**config.mk**
```make
export PLATFORM = sky130hd
export DESIGN_NAME = fifo_uart_tx
export DESIGN_NICKNAME = d
export VERILOG_FILES = /design/src/rtl/fifo_uart_tx.sv
export SDC_FILE = /design/constraint.sdc
export NUM_CORES = 1
export LEC_CHECK = 0
export BUFFER_PORTS_ARGS = -buffer_cell sky130_fd_sc_hd__buf_2
export CAP_MARGIN = 20
export CORE_AREA = 3 3 44 46
export DETAILED_ROUTE_END_ITERATION = 6
export DIE_AREA = 0 0 47 49
export PLACE_DENSITY = 0.79
export SLEW_MARGIN = 10
export SYNTH_ARGS = -nofsm -noshare
export SYNTH_HDL_FRONTEND = slang
export SYNTH_SLANG_ARGS = --single-unit
export TNS_END_PERCENT = 30
```
**constraint.sdc**
```tcl
create_clock -name clk -period 3.5 [get_ports clk]
set_input_delay 0.7 -clock clk [delete_from_list [all_inputs] [get_ports clk]]
set_output_delay 0.7 -clock clk [all_outputs]
set_load 0.01 [all_outputs]
```
**src/rtl/fifo_uart_tx.sv**
```systemverilog
// UART transmitter draining a show-ahead FIFO: start bit, LSB-first data,
// one or two stop bits, with back-to-back frames when data keeps coming.
`timescale 1ns/1ps
module fifo_uart_tx #(
  parameter int DATA_WIDTH   = 8,
  parameter int CLKS_PER_BIT = 16,
  parameter int STOP_BITS    = 1
) (
  input  logic                  clk,
  input  logic                  rst,
  input  logic                  fifo_valid,
  input  logic [DATA_WIDTH-1:0] fifo_data,
  output logic                  fifo_pop,
  output logic                  tx,
  output logic                  busy
);

  localparam int CW = $clog2(CLKS_PER_BIT);
  localparam int BW = $clog2(DATA_WIDTH);
  localparam logic [CW-1:0] CNT_MAX = CW'(CLKS_PER_BIT - 1);
  localparam logic [BW-1:0] BIT_MAX = BW'(DATA_WIDTH - 1);
  localparam logic STOP_LAST = 1'(STOP_BITS - 1);

  typedef enum logic [1:0] {
    S_IDLE,
    S_START,
    S_DATA,
    S_STOP
  } state_t;

  state_t r_state, w_state_n;
  logic [CW-1:0] r_cnt, w_cnt_n;
  logic [BW-1:0] r_bit, w_bit_n;
  logic r_stop, w_stop_n;
  logic [DATA_WIDTH-1:0] r_sh, w_sh_n;
  logic r_tx, w_tx_n;
  logic w_bit_end;
  logic w_stop_last;

  assign w_bit_end   = (r_cnt == CNT_MAX);
  assign w_stop_last = (r_state == S_STOP) && w_bit_end &&
                       (r_stop == STOP_LAST);
  assign fifo_pop = fifo_valid && !rst &&
                    ((r_state == S_IDLE) || w_stop_last);
  assign tx   = r_tx;
  assign busy = (r_state != S_IDLE);

  always_comb begin
    w_state_n = r_state;
    w_cnt_n   = w_bit_end ? '0 : r_cnt + 1'b1;
    w_bit_n   = r_bit;
    w_stop_n  = r_stop;
    w_sh_n    = r_sh;
    unique case (r_state)
      S_IDLE: begin
        w_cnt_n = '0;
        if (fifo_pop) begin
          w_state_n = S_START;
          w_sh_n    = fifo_data;
        end
      end
      S_START: begin
        if (w_bit_end) w_state_n = S_DATA;
      end
      S_DATA: begin
        if (w_bit_end) begin
          w_sh_n = r_sh >> 1;
          if (r_bit == BIT_MAX) begin
            w_state_n = S_STOP;
            w_bit_n   = '0;
          end else begin
            w_bit_n = r_bit + 1'b1;
          end
        end
      end
      S_STOP: begin
        if (w_bit_end) begin
          if (r_stop == STOP_LAST) begin
            w_stop_n = 1'b0;
            if (fifo_pop) begin
              w_state_n = S_START;
              w_sh_n    = fifo_data;
            end else begin
              w_state_n = S_IDLE;
            end
          end else begin
            w_stop_n = r_stop + 1'b1;
          end
        end
      end
    endcase
    // Line level is precomputed for the next state so tx comes from a flop.
    w_tx_n = (w_state_n == S_DATA) ? w_sh_n[0] :
             (w_state_n != S_START);
  end

  always_ff @(posedge clk) begin
    if (rst) begin
      r_state <= S_IDLE;
      r_cnt   <= '0;
      r_bit   <= '0;
      r_stop  <= 1'b0;
      r_sh    <= '0;
      r_tx    <= 1'b1;
    end else begin
      r_state <= w_state_n;
      r_cnt   <= w_cnt_n;
      r_bit   <= w_bit_n;
      r_stop  <= w_stop_n;
      r_sh    <= w_sh_n;
      r_tx    <= w_tx_n;
    end
  end

endmodule

```
==> results of run 1 <==
## layout by cell type (no fill, tap or decap), types with 2 or more instances in the layout
master	n
xor2_1	3
nor2_1	10
buf_2	13
clkbuf_4	3
nor2b_1	2
o21ai_0	7
a222oi_1	6
nand3_1	4
inv_1	10
ha_1	3
nand2_1	5
a21oi_1	3
nor3_1	3
dfxtp_1	18
## metrics by stage
stage | setup slack, ns | instance area (um^2) | std cells | utilization (%) | total power [W]
detailed placement | 1.19 | 947 | 121 | 61.4 | 0.000270
CTS | 1.08 | 983 | 125 | 63.8 | 0.000394
global route | 0.962 | 983 | 125 | 63.8 | 0.000409
finish | 1.08 | 983 | 125 | 63.8 | 0.000390
floorplan | 1.48 | 893 | 96 | - | 0.000258
global placement | 1.23 | 947 | 121 | 61.4 | 0.000269
## path summary, 6_finish.rpt
check | from | endpoint | slack [ns] | depth (start not counted)
setup / recovery | r_state[1]$_SDFF_PP0_ | fifo_pop | 1.08 | 3
hold / removal | r_cnt[0]$_SDFF_PP0_ | r_cnt[0]$_SDFF_PP0_ | 0.45 | 1
setup reg to reg | r_state[1]$_SDFF_PP0_ | r_sh[3]$_SDFFE_PP0P_ | 1.77 | 4
hold reg to reg | r_cnt[0]$_SDFF_PP0_ | r_cnt[0]$_SDFF_PP0_ | 0.45 | 1
## Yosys cell counts (2+ instances only)
library cell	number	area, um^2
nand3_1	4	20.0
o21ai_0	7	35.0
ha_1	3	37.5
a222oi_1	6	60.1
nor2_1	10	37.5
nand2_1	5	18.8
a21oi_1	3	15.0
xor2_1	3	26.3
nor2b_1	2	12.5
dfxtp_1	18	360
nor3_1	3	15.0
buf_6	2	22.5
inv_1	10	37.5
## registers in the layout, indices dropped and copies added (netlist names)
| name | flops |
|---|---|
| r_bit | 3 |
| tx | 1 |
| r_sh | 8 |
| r_state | 2 |
| r_cnt | 4 |
## power breakdown
group	switching (W)	internal, W	total [W]
registers	0.00000979	0.000214	0.000223
clock network	0.0000617	0.0000633	0.000125
logic	0.0000210	0.0000210	0.0000420
total	0.0000925	0.000298	0.000390
## cell type report
type	instances	share of cell area, %
Multi-Input combinational cell	64	47.2
Sequential cell	18	36.6
Timing Repair Buffer	13	6.62
Inverter	10	3.82
Clock buffer	4	3.69
Tap cell	16	2.04
## metal layers
| metal | GRT usage (%) | wire [um] | up-vias |
|---|---|---|---|
| met1 | 21.2 | 802 | 344 |
| met2 | 24.7 | 741 | 17 |
| met5 | 0 | 0 | - |
| met4 | 5.53 | 9 | 0 |
| li1 | - | - | 373 |
| met3 | 2.21 | 68 | 2 |
## logic make-up (layout without fill, tap and decap cells)
family,Yosys count,in the layout,synth area share (%)
buf+inv,14,27,7.70
xor+xnor,4,4,3.92
flops,18,18,40.3
mux,1,1,1.26
compound gates,24,24,21.7
fa+ha+maj,3,3,4.20
simple gates,32,32,20.9
==> flow_summary.html, run 1 <==
<table>
<tr><th>Metric</th><th>Value</th></tr>
<tr><th colspan="2">Floorplanning</th></tr>
<tr><td>Number of ports placed on the die boundary</td><td>14</td></tr>
<tr><td>Placeable core region</td><td>0.00154 mm^2</td></tr>
<tr><td>Y dimension of the die</td><td>49 um</td></tr>
<tr><td>Effective utilization at floorplan</td><td>58.0%</td></tr>
<tr><td>Die Wd</td><td>47 um</td></tr>
<tr><td>DIE AREA</td><td>0.00230 mm^2</td></tr>
<tr><td>Number of cell rows</td><td>14</td></tr>
<tr><th colspan="2">Worst setup path</th></tr>
<tr><td>Buffers plus inverters on the worst setup path</td><td>1</td></tr>
<tr><td>Critical Path AT</td><td>1.72 ns</td></tr>
<tr><td>Startpoint kind of the worst setup timing path</td><td>flop</td></tr>
<tr><td>Crit-path max FO</td><td>9</td></tr>
<tr><td>Ordered cell list for the critical path</td><td>nand4_4 &gt; o22ai_2 &gt; buf_2</td></tr>
<tr><td>Capturing element type of the critical path</td><td>primary output</td></tr>
<tr><td>Crit path max-delay family</td><td>flip-flops</td></tr>
<tr><td>Critical-path cell with the highest stage delay</td><td>dfxtp_1</td></tr>
<tr><td>Critical path required time</td><td>between 2 and 3 ns</td></tr>
<tr><td>Delay contributed by the slowest stage of the critical path</td><td>0.64 ns</td></tr>
<tr><td>Crit Path Category</td><td>flop to primary output</td></tr>
<tr><th colspan="2">Cells and area</th></tr>
<tr><td>Sequential cell area</td><td>360 um^2</td></tr>
<tr><td>Count of inserted antenna diode cells</td><td>0</td></tr>
<tr><td># nets final</td><td>124</td></tr>
<tr><td>Filler Cell Count</td><td>139</td></tr>
<tr><td>Layout cell share with drive strength beyond 1</td><td>21.1%</td></tr>
<tr><td>Layout Area Growth over Synthesis</td><td>10.1%</td></tr>
<tr><td>Total area of multi-input combinational cells</td><td>464 um^2</td></tr>
<tr><th colspan="2">STA</th></tr>
<tr><td>Final Cycle Share</td><td>69.1%</td></tr>
<tr><td>Transition at the pin with the smallest max-transition slack</td><td>between 0.6 and 0.7 ns</td></tr>
<tr><td>Final hold slack</td><td>0.451 ns</td></tr>
<tr><td>Unrepaired setup endpoints after global routing</td><td>false</td></tr>
<tr><td>Highest clock rate</td><td>0.414 GHz</td></tr>
<tr><td>Count of pins over their slew limit</td><td>0</td></tr>
<tr><td>Slew headroom</td><td>56.3%</td></tr>
<tr><td>Total negative slack</td><td>0 ns</td></tr>
<tr><td>Number of failing setup endpoints in the final timing report</td><td>0</td></tr>
<tr><td>Final worst clock skew</td><td>0.00463 ns</td></tr>
<tr><td>Number of failing hold endpoints at the final stage</td><td>0</td></tr>
<tr><td>Tmin final</td><td>approximately 2.4 ns</td></tr>
<tr><th colspan="2">GRT</th></tr>
<tr><td>Global-route wire length before repair</td><td>between 2000 and 3000 um</td></tr>
<tr><td>Maximum number of pins on one net before global-route repair</td><td>18</td></tr>
<tr><td>Global routing usage summed across all routing layers</td><td>15.7%</td></tr>
<tr><td>Vias in the first global route</td><td>711</td></tr>
<tr><td>Total gr overflow</td><td>0</td></tr>
<tr><td>Number of antenna violations at the first check in global routing</td><td>0</td></tr>
<tr><th colspan="2">Yosys</th></tr>
<tr><td>Count of warnings emitted by yosys</td><td>0</td></tr>
<tr><td>Gate count of the mapped netlist</td><td>96</td></tr>
<tr><td>EDFF count, synth</td><td>0</td></tr>
<tr><td>Share of flip-flops with an asynchronous set or reset after synthesis</td><td>0%</td></tr>
<tr><td>Mapped cell area</td><td>893 um^2</td></tr>
<tr><td>Synth cell types</td><td>33</td></tr>
<tr><td>#FFs+latches synth</td><td>18</td></tr>
<tr><td>Dominant synthesized flop cell</td><td>dfxtp_1</td></tr>
<tr><td>Synth Net Count</td><td>between 100 and 150</td></tr>
<tr><td>Mean instance size in the synthesized netlist</td><td>9.31 um^2</td></tr>
<tr><td>Register area share after synthesis</td><td>40.3%</td></tr>
<tr><th colspan="2">CTS</th></tr>
<tr><td>CTS hold repair buffers</td><td>0</td></tr>
<tr><td>Cts bufs inserted</td><td>3</td></tr>
<tr><td>TritonCTS clock tree</td><td>built</td></tr>
<tr><td>Max H-tree Level</td><td>1</td></tr>
<tr><td>Num Clock Sinks</td><td>18</td></tr>
<tr><td>Later-pin clock latency in the skew report</td><td>0.29 ns</td></tr>
<tr><td>Root Buffer</td><td>clkbuf_4</td></tr>
<tr><td>Bufs on Longest Clock Path</td><td>2</td></tr>
<tr><td>CTS-repair resized insts</td><td>0</td></tr>
<tr><td>Setup Fix Bufs, Post-CTS</td><td>0</td></tr>
<tr><td>Clock transition at the registers of the reported paths</td><td>0.10 ns</td></tr>
<tr><th colspan="2">Detailed routing</th></tr>
<tr><td>WL per Instance</td><td>13.0 um</td></tr>
<tr><td>First-pass detailed-route iteration total</td><td>7</td></tr>
<tr><td>Number of violations reported at the end of detailed-routing iteration 0</td><td>26</td></tr>
<tr><td>Total via count after detailed routing</td><td>736</td></tr>
<tr><td>Final routed DRC violation total</td><td>0</td></tr>
<tr><td>Total detailed-routing wirelength</td><td>1620 um</td></tr>
<tr><td>Antenna-violating nets left</td><td>0</td></tr>
<tr><td>Via density per instance</td><td>slightly below 6</td></tr>
<tr><th colspan="2">Placement</th></tr>
<tr><td>Placed wire-length estimate after detailed placement</td><td>1220 um</td></tr>
<tr><td>I/O Buffers</td><td>13</td></tr>
<tr><td>Routability congestion estimate from global placement</td><td>between 0.8 and 0.9</td></tr>
<tr><th colspan="2">Outcome</th></tr>
<tr><td>Outcome</td><td>finished clean</td></tr>
<tr><th colspan="2">Power and ir drop</th></tr>
<tr><td>Peak supply drop</td><td>roughly 240 uV</td></tr>
<tr><td>Leakage</td><td>0.444 nW</td></tr>
<tr><td>Ratio of total power to cell area</td><td>397 mW/mm^2</td></tr>
<tr><th colspan="2">Min path</th></tr>
<tr><td>Min-delay worst type</td><td>flop to flop</td></tr>
<tr><th colspan="2">Run</th></tr>
<tr><td>Count of maximum capacitance violations</td><td>0</td></tr>
</table>
Note: power is estimated with default switching activity, not from simulation.
==> inputs of run 2 (changes only) <==
--- a/config.mk
+++ b/config.mk
@@ -7,10 +7,10 @@
 export LEC_CHECK = 0
 export BUFFER_PORTS_ARGS = -buffer_cell sky130_fd_sc_hd__buf_2
 export CAP_MARGIN = 20
-export CORE_AREA = 3 3 44 46
+export CORE_AREA = 3 3 48 50
 export DETAILED_ROUTE_END_ITERATION = 6
-export DIE_AREA = 0 0 47 49
-export PLACE_DENSITY = 0.79
+export DIE_AREA = 0 0 51 53
+export PLACE_DENSITY = 0.7
 export SLEW_MARGIN = 10
 export SYNTH_ARGS = -nofsm -noshare
 export SYNTH_HDL_FRONTEND = slang
==> constraint.sdc (replaced) <==
create_clock -name clk -period 2.1 [get_ports clk]
set_input_delay 0.42 -clock clk [delete_from_list [all_inputs] [get_ports clk]]
set_output_delay 0.42 -clock clk [all_outputs]
set_load 0.01 [all_outputs]
==> flow_summary.html, run 2 (synthesized netlist as in run 1, its figures left out) <==
<table>
<tr><th>Metric</th><th>Value</th></tr>
<tr><th colspan="2">GRT</th></tr>
<tr><td>Total gr overflow</td><td>0 (unchanged)</td></tr>
<tr><td>Number of antenna violations at the first check in global routing</td><td>0 (unchanged)</td></tr>
<tr><td>Maximum number of pins on one net before global-route repair</td><td>12 (-6)</td></tr>
<tr><td>Global-route wire length before repair</td><td>2790 um (+1.5%)</td></tr>
<tr><td>Global routing usage summed across all routing layers</td><td>14.0% (-1.7 points)</td></tr>
<tr><td>Vias in the first global route</td><td>669 (-5.9%)</td></tr>
<tr><th colspan="2">Cells and area</th></tr>
<tr><td>Layout cell share with drive strength beyond 1</td><td>23.4% (+2.3 points)</td></tr>
<tr><td>Most common cell after layout, fill and taps aside</td><td>dfxtp_1</td></tr>
<tr><td>Largest registers ranked by flip-flop count</td><td>r_sh x8, r_cnt x4, r_bit x3</td></tr>
<tr><td>Most frequent cells in the layout</td><td>dfxtp_1 (17), buf_2 (13), inv_1 (10), nor2_1 (10), o21ai_0 (7)</td></tr>
<tr><td>Register name with the most flops</td><td>r_sh</td></tr>
<tr><td>Count of inserted antenna diode cells</td><td>0 (unchanged)</td></tr>
<tr><td># nets final</td><td>126 (+1.6%)</td></tr>
<tr><td>Non-filler instance count after layout</td><td>138 (+10%)</td></tr>
<tr><td>Layout Area Growth over Synthesis</td><td>14.3%</td></tr>
<tr><td>Final core utilization</td><td>52.6% (-11 points)</td></tr>
<tr><td>Flip-flop count of the largest register after layout</td><td>8 (unchanged)</td></tr>
<tr><th colspan="2">CTS</th></tr>
<tr><td>Num Clock Sinks</td><td>18 (unchanged)</td></tr>
<tr><td>Max H-tree Level</td><td>1 (unchanged)</td></tr>
<tr><td>Clock transition at the registers of the reported paths</td><td>0.10 ns (about the same)</td></tr>
<tr><td>Bufs on Longest Clock Path</td><td>2 (unchanged)</td></tr>
<tr><td>TritonCTS clock tree</td><td>built</td></tr>
<tr><td>Root Buffer</td><td>clkbuf_4</td></tr>
<tr><td>Cts bufs inserted</td><td>3 (unchanged)</td></tr>
<tr><td>CTS hold repair buffers</td><td>0 (unchanged)</td></tr>
<tr><td>Later-pin clock latency in the skew report</td><td>0.30 ns (about the same)</td></tr>
<tr><th colspan="2">Power and ir drop</th></tr>
<tr><td>Internal cell power</td><td>0.000501 W (+68%)</td></tr>
<tr><td>Switching share of power</td><td>24.1% (+0.41 points)</td></tr>
<tr><td>Peak supply drop</td><td>549 uV (+130%)</td></tr>
<tr><td>Part of the total power dissipated in combinational logic</td><td>12.0% (+1.2 points)</td></tr>
<tr><td>Leakage</td><td>0.456 nW (+2.6%)</td></tr>
<tr><td>Clock network fraction of design power</td><td>32.0% (about the same)</td></tr>
<tr><td>Flop pwr share</td><td>56.0% (-1.2 points)</td></tr>
<tr><td>Ratio of total power to cell area</td><td>646 mW/mm^2 (+63%)</td></tr>
<tr><td>Reported net switching power</td><td>0.000159 W (+72%)</td></tr>
<tr><th colspan="2">Worst setup path</th></tr>
<tr><td>Reg-to-Reg End</td><td>r_sh[3]$_SDFFE_PP0P_</td></tr>
<tr><td>Critical path required time</td><td>1.68 ns (-1.12 ns)</td></tr>
<tr><td>Startpoint kind of the worst setup timing path</td><td>flop</td></tr>
<tr><td>Capturing element type of the critical path</td><td>primary output</td></tr>
<tr><td>Setup slack, reg-to-reg</td><td>0.44 ns (-1.33 ns)</td></tr>
<tr><td>Worst Setup SP</td><td>r_state[0]$_SDFF_PP0_</td></tr>
<tr><td>End of the critical path</td><td>fifo_pop</td></tr>
<tr><td>Critical Path AT</td><td>1.48 ns (-0.24 ns)</td></tr>
<tr><td>Crit Path Category</td><td>flop to primary output</td></tr>
<tr><td>FF-to-FF path depth</td><td>5 (+1)</td></tr>
<tr><td>Worst reg2reg path startpoint</td><td>r_cnt[0]$_SDFF_PP0_</td></tr>
<tr><td>Crit-path max FO</td><td>10 (+1)</td></tr>
<tr><th colspan="2">Placement</th></tr>
<tr><td>I/O Buffers</td><td>13 (unchanged)</td></tr>
<tr><td>Placed wire-length estimate after detailed placement</td><td>1270 um (+3.7%)</td></tr>
<tr><td>Routability congestion estimate from global placement</td><td>0.787 (-3.2%)</td></tr>
<tr><td>Placed cells</td><td>133 (+9.9%)</td></tr>
<tr><th colspan="2">Floorplanning</th></tr>
<tr><td>Die Wd</td><td>51 um (+8.5%)</td></tr>
<tr><td>Effective utilization at floorplan</td><td>46.0% (-12 points)</td></tr>
<tr><td>DIE AREA</td><td>0.00270 mm^2 (+17%)</td></tr>
<tr><td>Number of ports placed on the die boundary</td><td>14 (unchanged)</td></tr>
<tr><td>Number of cell rows</td><td>16 (+2)</td></tr>
<tr><td>Y dimension of the die</td><td>53 um (+8.2%)</td></tr>
<tr><td>Placeable core region</td><td>0.00194 mm^2 (+26%)</td></tr>
<tr><th colspan="2">STA</th></tr>
<tr><td>Count of pins over their slew limit</td><td>0 (unchanged)</td></tr>
<tr><td>Tmin final</td><td>about 1.9 ns</td></tr>
<tr><td>Final Cycle Share</td><td>approximately nine tenths</td></tr>
<tr><td>Transition at the pin with the smallest max-transition slack</td><td>0.543 ns (-0.110 ns)</td></tr>
<tr><td>Number of failing hold endpoints at the final stage</td><td>0 (unchanged)</td></tr>
<tr><td>Final worst clock skew</td><td>0.00970 ns (+0.00507 ns)</td></tr>
<tr><td>Unrepaired setup endpoints after global routing</td><td>false</td></tr>
<tr><td>Number of failing setup endpoints in the final timing report</td><td>0 (unchanged)</td></tr>
<tr><td>Slew headroom</td><td>63.5% (+7.1 points)</td></tr>
<tr><td>Total negative slack</td><td>0 ns (unchanged)</td></tr>
<tr><td>Highest clock rate</td><td>0.526 GHz</td></tr>
<tr><th colspan="2">Detailed routing</th></tr>
<tr><td>Total detailed-routing wirelength</td><td>1700 um (+4.9%)</td></tr>
<tr><td>WL per Instance</td><td>12.3 um (-5.0%)</td></tr>
<tr><td>Total via count after detailed routing</td><td>744 (+1.1%)</td></tr>
<tr><td>First-pass detailed-route iteration total</td><td>4 (-3)</td></tr>
<tr><td>Antenna-violating nets left</td><td>0 (unchanged)</td></tr>
<tr><td>Via density per instance</td><td>5.39 (-8.4%)</td></tr>
<tr><td>Number of violations reported at the end of detailed-routing iteration 0</td><td>37 (+42%)</td></tr>
<tr><td>Final routed DRC violation total</td><td>0 (unchanged)</td></tr>
<tr><th colspan="2">Run</th></tr>
<tr><td>Count of maximum capacitance violations</td><td>0 (unchanged)</td></tr>
<tr><th colspan="2">Outcome</th></tr>
<tr><td>Outcome</td><td>finished clean</td></tr>
<tr><th colspan="2">Min path</th></tr>
<tr><td>Min-delay worst type</td><td>input pin to flop</td></tr>
</table>
==> run 2: worst min-delay path by stage <==
stage / start / cells after the start / slack (ns) / to
2_1_floorplan: r_cnt[0]$_SDFF_PP0_ / 1 / 0.42 / r_cnt[0]$_SDFF_PP0_
3_3_place_gp: r_cnt[0]$_SDFF_PP0_ / 1 / 0.43 / r_cnt[0]$_SDFF_PP0_
3_5_place_dp: r_cnt[0]$_SDFF_PP0_ / 1 / 0.44 / r_cnt[0]$_SDFF_PP0_
4_1_cts: fifo_data[2] / 3 / 0.32 / r_sh[2]$_SDFFE_PP0P_
5_1_grt: fifo_data[7] / 2 / 0.32 / r_sh[7]$_SDFFE_PP0P_
6_report: fifo_data[2] / 3 / 0.32 / r_sh[2]$_SDFFE_PP0P_
==> run 2: per-layer routing <==
layer | share of wire (%) | track usage, %
met1 | 47 | 17.5
met4 | 0.47 | 5.83
met2 | 48 | 21.2
met5 | 0 | 0
met3 | 4.5 | 5.35
==> run 2: worst max-delay path, stage by stage, from the launching register on <==
cell and delay (ns):
dfxtp_1 0.62, nand3b_1 0.20, o22ai_4 0.19, buf_2 0.17
==> run 2: through the flow <==
stage	total power [W]	hold WS [ns]	setup WS (ns)	cell area, um^2
4_1_cts	0.000665	0.316	0.0174	1010
3_5_place_dp	0.000452	0.441	0.297	968
6_report	0.000660	0.324	0.200	1020
2_1_floorplan	0.000429	0.418	0.598	893
5_1_grt	0.000691	0.323	0.103	1020
3_3_place_gp	0.000450	0.433	0.347	968
==> run 2: power groups by stage <==
stage                     Sequential (W)  Clock [W]  Combinational (W)
after floorplan                 0.000371          0          0.0000586
after global placement          0.000377          0          0.0000735
after detailed placement        0.000377          0          0.0000750
after CTS                       0.000369   0.000220          0.0000757
after global routing            0.000372   0.000231          0.0000878
final                           0.000370   0.000211          0.0000793
==> run 2: area by class of cell <==
type	count	area, um^2
well taps	27	33.8
clock buffers	4	36.3
multi-input cells	64	472
flip-flops and latches	18	362
fillers	205	921
inverters	10	37.5
repair buffers	15	80.1
==> run 2: timing repair <==
action / in CTS / in global routing
resized for setup: 1 / 1
pin swaps: 0 / 1
endpoints found under the setup margin: 1 / 1
endpoints found under the hold margin: 0 / 0
setup buffers: 0 / 1
==> inputs of run 3 (changes only) <==
==> constraint.sdc (replaced) <==
create_clock -name clk -period 2.1 [get_ports clk]
set_input_delay 0.105 -clock clk [delete_from_list [all_inputs] [get_ports clk]]
set_output_delay 0.105 -clock clk [all_outputs]
set_load 0.01 [all_outputs]
==> flow_summary.html, run 3 (synthesized netlist as in run 1, its figures left out) <==
<table>
<tr><th>Metric</th><th>Value</th></tr>
<tr><th colspan="2">STA</th></tr>
<tr><td>Final Cycle Share</td><td>86.8% (-3.7 points)</td></tr>
<tr><td>Final hold slack</td><td>0.00811 ns (-0.316 ns)</td></tr>
<tr><td>Unrepaired setup endpoints after global routing</td><td>false</td></tr>
<tr><td>Tmin final</td><td>1.82 ns (-0.0786 ns)</td></tr>
<tr><td>Highest clock rate</td><td>0.549 GHz (+4.3%)</td></tr>
<tr><td>Count of pins over their slew limit</td><td>0 (unchanged)</td></tr>
<tr><td>Slew headroom</td><td>55.7% (-7.8 points)</td></tr>
<tr><td>Number of failing setup endpoints in the final timing report</td><td>0 (unchanged)</td></tr>
<tr><td>Final worst clock skew</td><td>0.00145 ns (-0.00825 ns)</td></tr>
<tr><td>Number of failing hold endpoints at the final stage</td><td>0 (unchanged)</td></tr>
<tr><td>Total negative slack</td><td>0 ns (unchanged)</td></tr>
<tr><td>Transition at the pin with the smallest max-transition slack</td><td>0.663 ns (+0.120 ns)</td></tr>
<tr><th colspan="2">GRT</th></tr>
<tr><td>Total gr overflow</td><td>0 (unchanged)</td></tr>
<tr><td>Global routing usage summed across all routing layers</td><td>14.5% (+0.52 points)</td></tr>
<tr><td>Number of antenna violations at the first check in global routing</td><td>0 (unchanged)</td></tr>
<tr><td>Vias in the first global route</td><td>678 (+1.3%)</td></tr>
<tr><td>Maximum number of pins on one net before global-route repair</td><td>18 (+6)</td></tr>
<tr><td>Global-route wire length before repair</td><td>2890 um (+3.7%)</td></tr>
<tr><th colspan="2">Cells and area</th></tr>
<tr><td>Total area of multi-input combinational cells</td><td>464 um^2 (-1.6%)</td></tr>
<tr><td># nets final</td><td>126 (unchanged)</td></tr>
<tr><td>Layout cell share with drive strength beyond 1</td><td>20.7% (-2.7 points)</td></tr>
<tr><td>Most frequent cells in the layout</td><td>dfxtp_1 (18), buf_2 (13), inv_1 (10), nor2_1 (10), o21ai_0 (7)</td></tr>
<tr><td>Layout Area Growth over Synthesis</td><td>13.9%</td></tr>
<tr><td>Non-filler instance count after layout</td><td>138 (unchanged)</td></tr>
<tr><td>Flip-flop count of the largest register after layout</td><td>8 (unchanged)</td></tr>
<tr><td>Register name with the most flops</td><td>r_sh</td></tr>
<tr><td>Final core utilization</td><td>52.4% (-0.19 points)</td></tr>
<tr><td>Filler Cell Count</td><td>195 (-4.9%)</td></tr>
<tr><td>Final Cell Area</td><td>0.00102 mm^2 (-0.37%)</td></tr>
<tr><td>Largest registers ranked by flip-flop count</td><td>r_sh x8, r_cnt x4, r_bit x3</td></tr>
<tr><td>Most common cell after layout, fill and taps aside</td><td>dfxtp_1</td></tr>
<tr><td>Sequential cell area</td><td>360 um^2 (-0.35%)</td></tr>
<tr><td>Count of inserted antenna diode cells</td><td>0 (unchanged)</td></tr>
<tr><th colspan="2">CTS</th></tr>
<tr><td>Max H-tree Level</td><td>1 (unchanged)</td></tr>
<tr><td>CTS-repair resized insts</td><td>0 (-1)</td></tr>
<tr><td>TritonCTS clock tree</td><td>built</td></tr>
<tr><td>Bufs on Longest Clock Path</td><td>2 (unchanged)</td></tr>
<tr><td>CTS hold repair buffers</td><td>2 (+2)</td></tr>
<tr><td>Root Buffer</td><td>clkbuf_4</td></tr>
<tr><td>Setup Fix Bufs, Post-CTS</td><td>0 (unchanged)</td></tr>
<tr><td>Clock transition at the registers of the reported paths</td><td>0.10 ns (about the same)</td></tr>
<tr><td>Num Clock Sinks</td><td>18 (unchanged)</td></tr>
<tr><td>Later-pin clock latency in the skew report</td><td>0.29 ns (about the same)</td></tr>
<tr><td>Cts bufs inserted</td><td>3 (unchanged)</td></tr>
<tr><th colspan="2">Detailed routing</th></tr>
<tr><td>Antenna-violating nets left</td><td>0 (unchanged)</td></tr>
<tr><td>Via density per instance</td><td>5.35 (-0.81%)</td></tr>
<tr><td>WL per Instance</td><td>12.6 um (+2.5%)</td></tr>
<tr><td>Total detailed-routing wirelength</td><td>1750 um (+2.5%)</td></tr>
<tr><td>First-pass detailed-route iteration total</td><td>5 (+1)</td></tr>
<tr><td>Final routed DRC violation total</td><td>0 (unchanged)</td></tr>
<tr><td>Number of violations reported at the end of detailed-routing iteration 0</td><td>26 (-30%)</td></tr>
<tr><td>Total via count after detailed routing</td><td>738 (-0.81%)</td></tr>
<tr><th colspan="2">Worst setup path</th></tr>
<tr><td>Critical Path AT</td><td>1.72 ns (+0.24 ns)</td></tr>
<tr><td>Delay contributed by the slowest stage of the critical path</td><td>0.76 ns (+0.14 ns)</td></tr>
<tr><td>Capturing element type of the critical path</td><td>primary output</td></tr>
<tr><td>Critical-path cell with the highest stage delay</td><td>dfxtp_1</td></tr>
<tr><td>Buffers plus inverters on the worst setup path</td><td>1 (unchanged)</td></tr>
<tr><td>Crit Path Category</td><td>flop to primary output</td></tr>
<tr><td>Critical path required time</td><td>2.00 ns (+0.32 ns)</td></tr>
<tr><td>Crit path max-delay family</td><td>flip-flops</td></tr>
<tr><td>Ordered cell list for the critical path</td><td>nand3b_1 &gt; o22ai_2 &gt; buf_2</td></tr>
<tr><td>Crit-path max FO</td><td>17 (+7)</td></tr>
<tr><td>Startpoint kind of the worst setup timing path</td><td>flop</td></tr>
<tr><th colspan="2">Floorplanning</th></tr>
<tr><td>Number of ports placed on the die boundary</td><td>14 (unchanged)</td></tr>
<tr><td>Placeable core region</td><td>0.00194 mm^2 (unchanged)</td></tr>
<tr><td>DIE AREA</td><td>0.00270 mm^2 (unchanged)</td></tr>
<tr><td>Die Wd</td><td>51 um (unchanged)</td></tr>
<tr><td>Y dimension of the die</td><td>53 um (unchanged)</td></tr>
<tr><td>Number of cell rows</td><td>16 (unchanged)</td></tr>
<tr><td>Effective utilization at floorplan</td><td>46.0% (unchanged)</td></tr>
<tr><th colspan="2">Placement</th></tr>
<tr><td>Routability congestion estimate from global placement</td><td>0.748 (-4.9%)</td></tr>
<tr><td>Placed cells</td><td>132 (-0.75%)</td></tr>
<tr><td>Placed wire-length estimate after detailed placement</td><td>1310 um (+2.9%)</td></tr>
<tr><td>I/O Buffers</td><td>13 (unchanged)</td></tr>
<tr><td>Instance area at placement</td><td>961 um^2 (-0.78%)</td></tr>
<tr><th colspan="2">Power and ir drop</th></tr>
<tr><td>Leakage</td><td>0.453 nW (-0.68%)</td></tr>
<tr><td>Ratio of total power to cell area</td><td>650 mW/mm^2 (+0.50%)</td></tr>
<tr><td>Peak supply drop</td><td>401 uV (-27%)</td></tr>
<tr><th colspan="2">Min path</th></tr>
<tr><td>Min-delay worst type</td><td>input pin to flop</td></tr>
<tr><th colspan="2">Outcome</th></tr>
<tr><td>Outcome</td><td>finished clean</td></tr>
<tr><th colspan="2">Run</th></tr>
<tr><td>Count of maximum capacitance violations</td><td>0 (unchanged)</td></tr>
</table>
## run 3: changes by cell type in the layout (fill, tap and decap cells not counted), sizes merged
| cell | change |
|---|---|
| buf | -2 |
| dlygate4sd3 | +2 |
## run 3: final timing paths
check	slack [ns]	startpoint	endpoint	cells past startpoint
max	0.28	r_state[0]$_SDFF_PP0_	fifo_pop	3
min	0.008	fifo_data[2]	r_sh[2]$_SDFFE_PP0P_	3
max reg2reg	0.41	r_state[1]$_SDFF_PP0_	r_sh[3]$_SDFFE_PP0P_	4
min reg2reg	0.46	r_cnt[0]$_SDFF_PP0_	r_cnt[0]$_SDFF_PP0_	1
## run 3: layout make-up
class	instances	area share, %
multi-input combinational	64	45.6
clock buffer	4	3.57
inverter	10	3.69
timing repair buffer	15	8.36
sequential	18	35.4
tap	27	3.32
## run 3: where the power goes
group	switching [W]	total, W	leakage, nW	internal [W]
registers	0.0000169	0.000373	0.147	0.000356
clock network	0.000109	0.000215	0.0210	0.000106
logic	0.0000356	0.0000730	0.285	0.0000374
total	0.000162	0.000661	0.453	0.000499
## run 3: metrics by stage
| step | setup slack (ns) | total power (W) |
|---|---|---|
| floorplan | 0.598 | 0.000429 |
| global placement | 0.468 | 0.000449 |
| detailed placement | 0.419 | 0.000451 |
| CTS | 0.265 | 0.000670 |
| global route | 0.161 | 0.000699 |
| finish | 0.278 | 0.000661 |
## run 3: worst reg2reg max path: cells and delay by family (launching register included)
family | cells | cell delay [ns]
compound gates | 2 | 0.65
buf+inv | 1 | 0.07
flops | 1 | 0.64
simple gates | 1 | 0.23
## run 3: per-layer routing
| layer | part of all wire [%] | wire (um) | GRT usage, % |
|---|---|---|---|
| met1 | 47 | 820 | 18.3 |
| met2 | 47 | 820 | 22.3 |
| met3 | 3.2 | 55 | 3.10 |
| met4 | 2.8 | 48 | 8.97 |
| met5 | 0 | 0 | 0 |
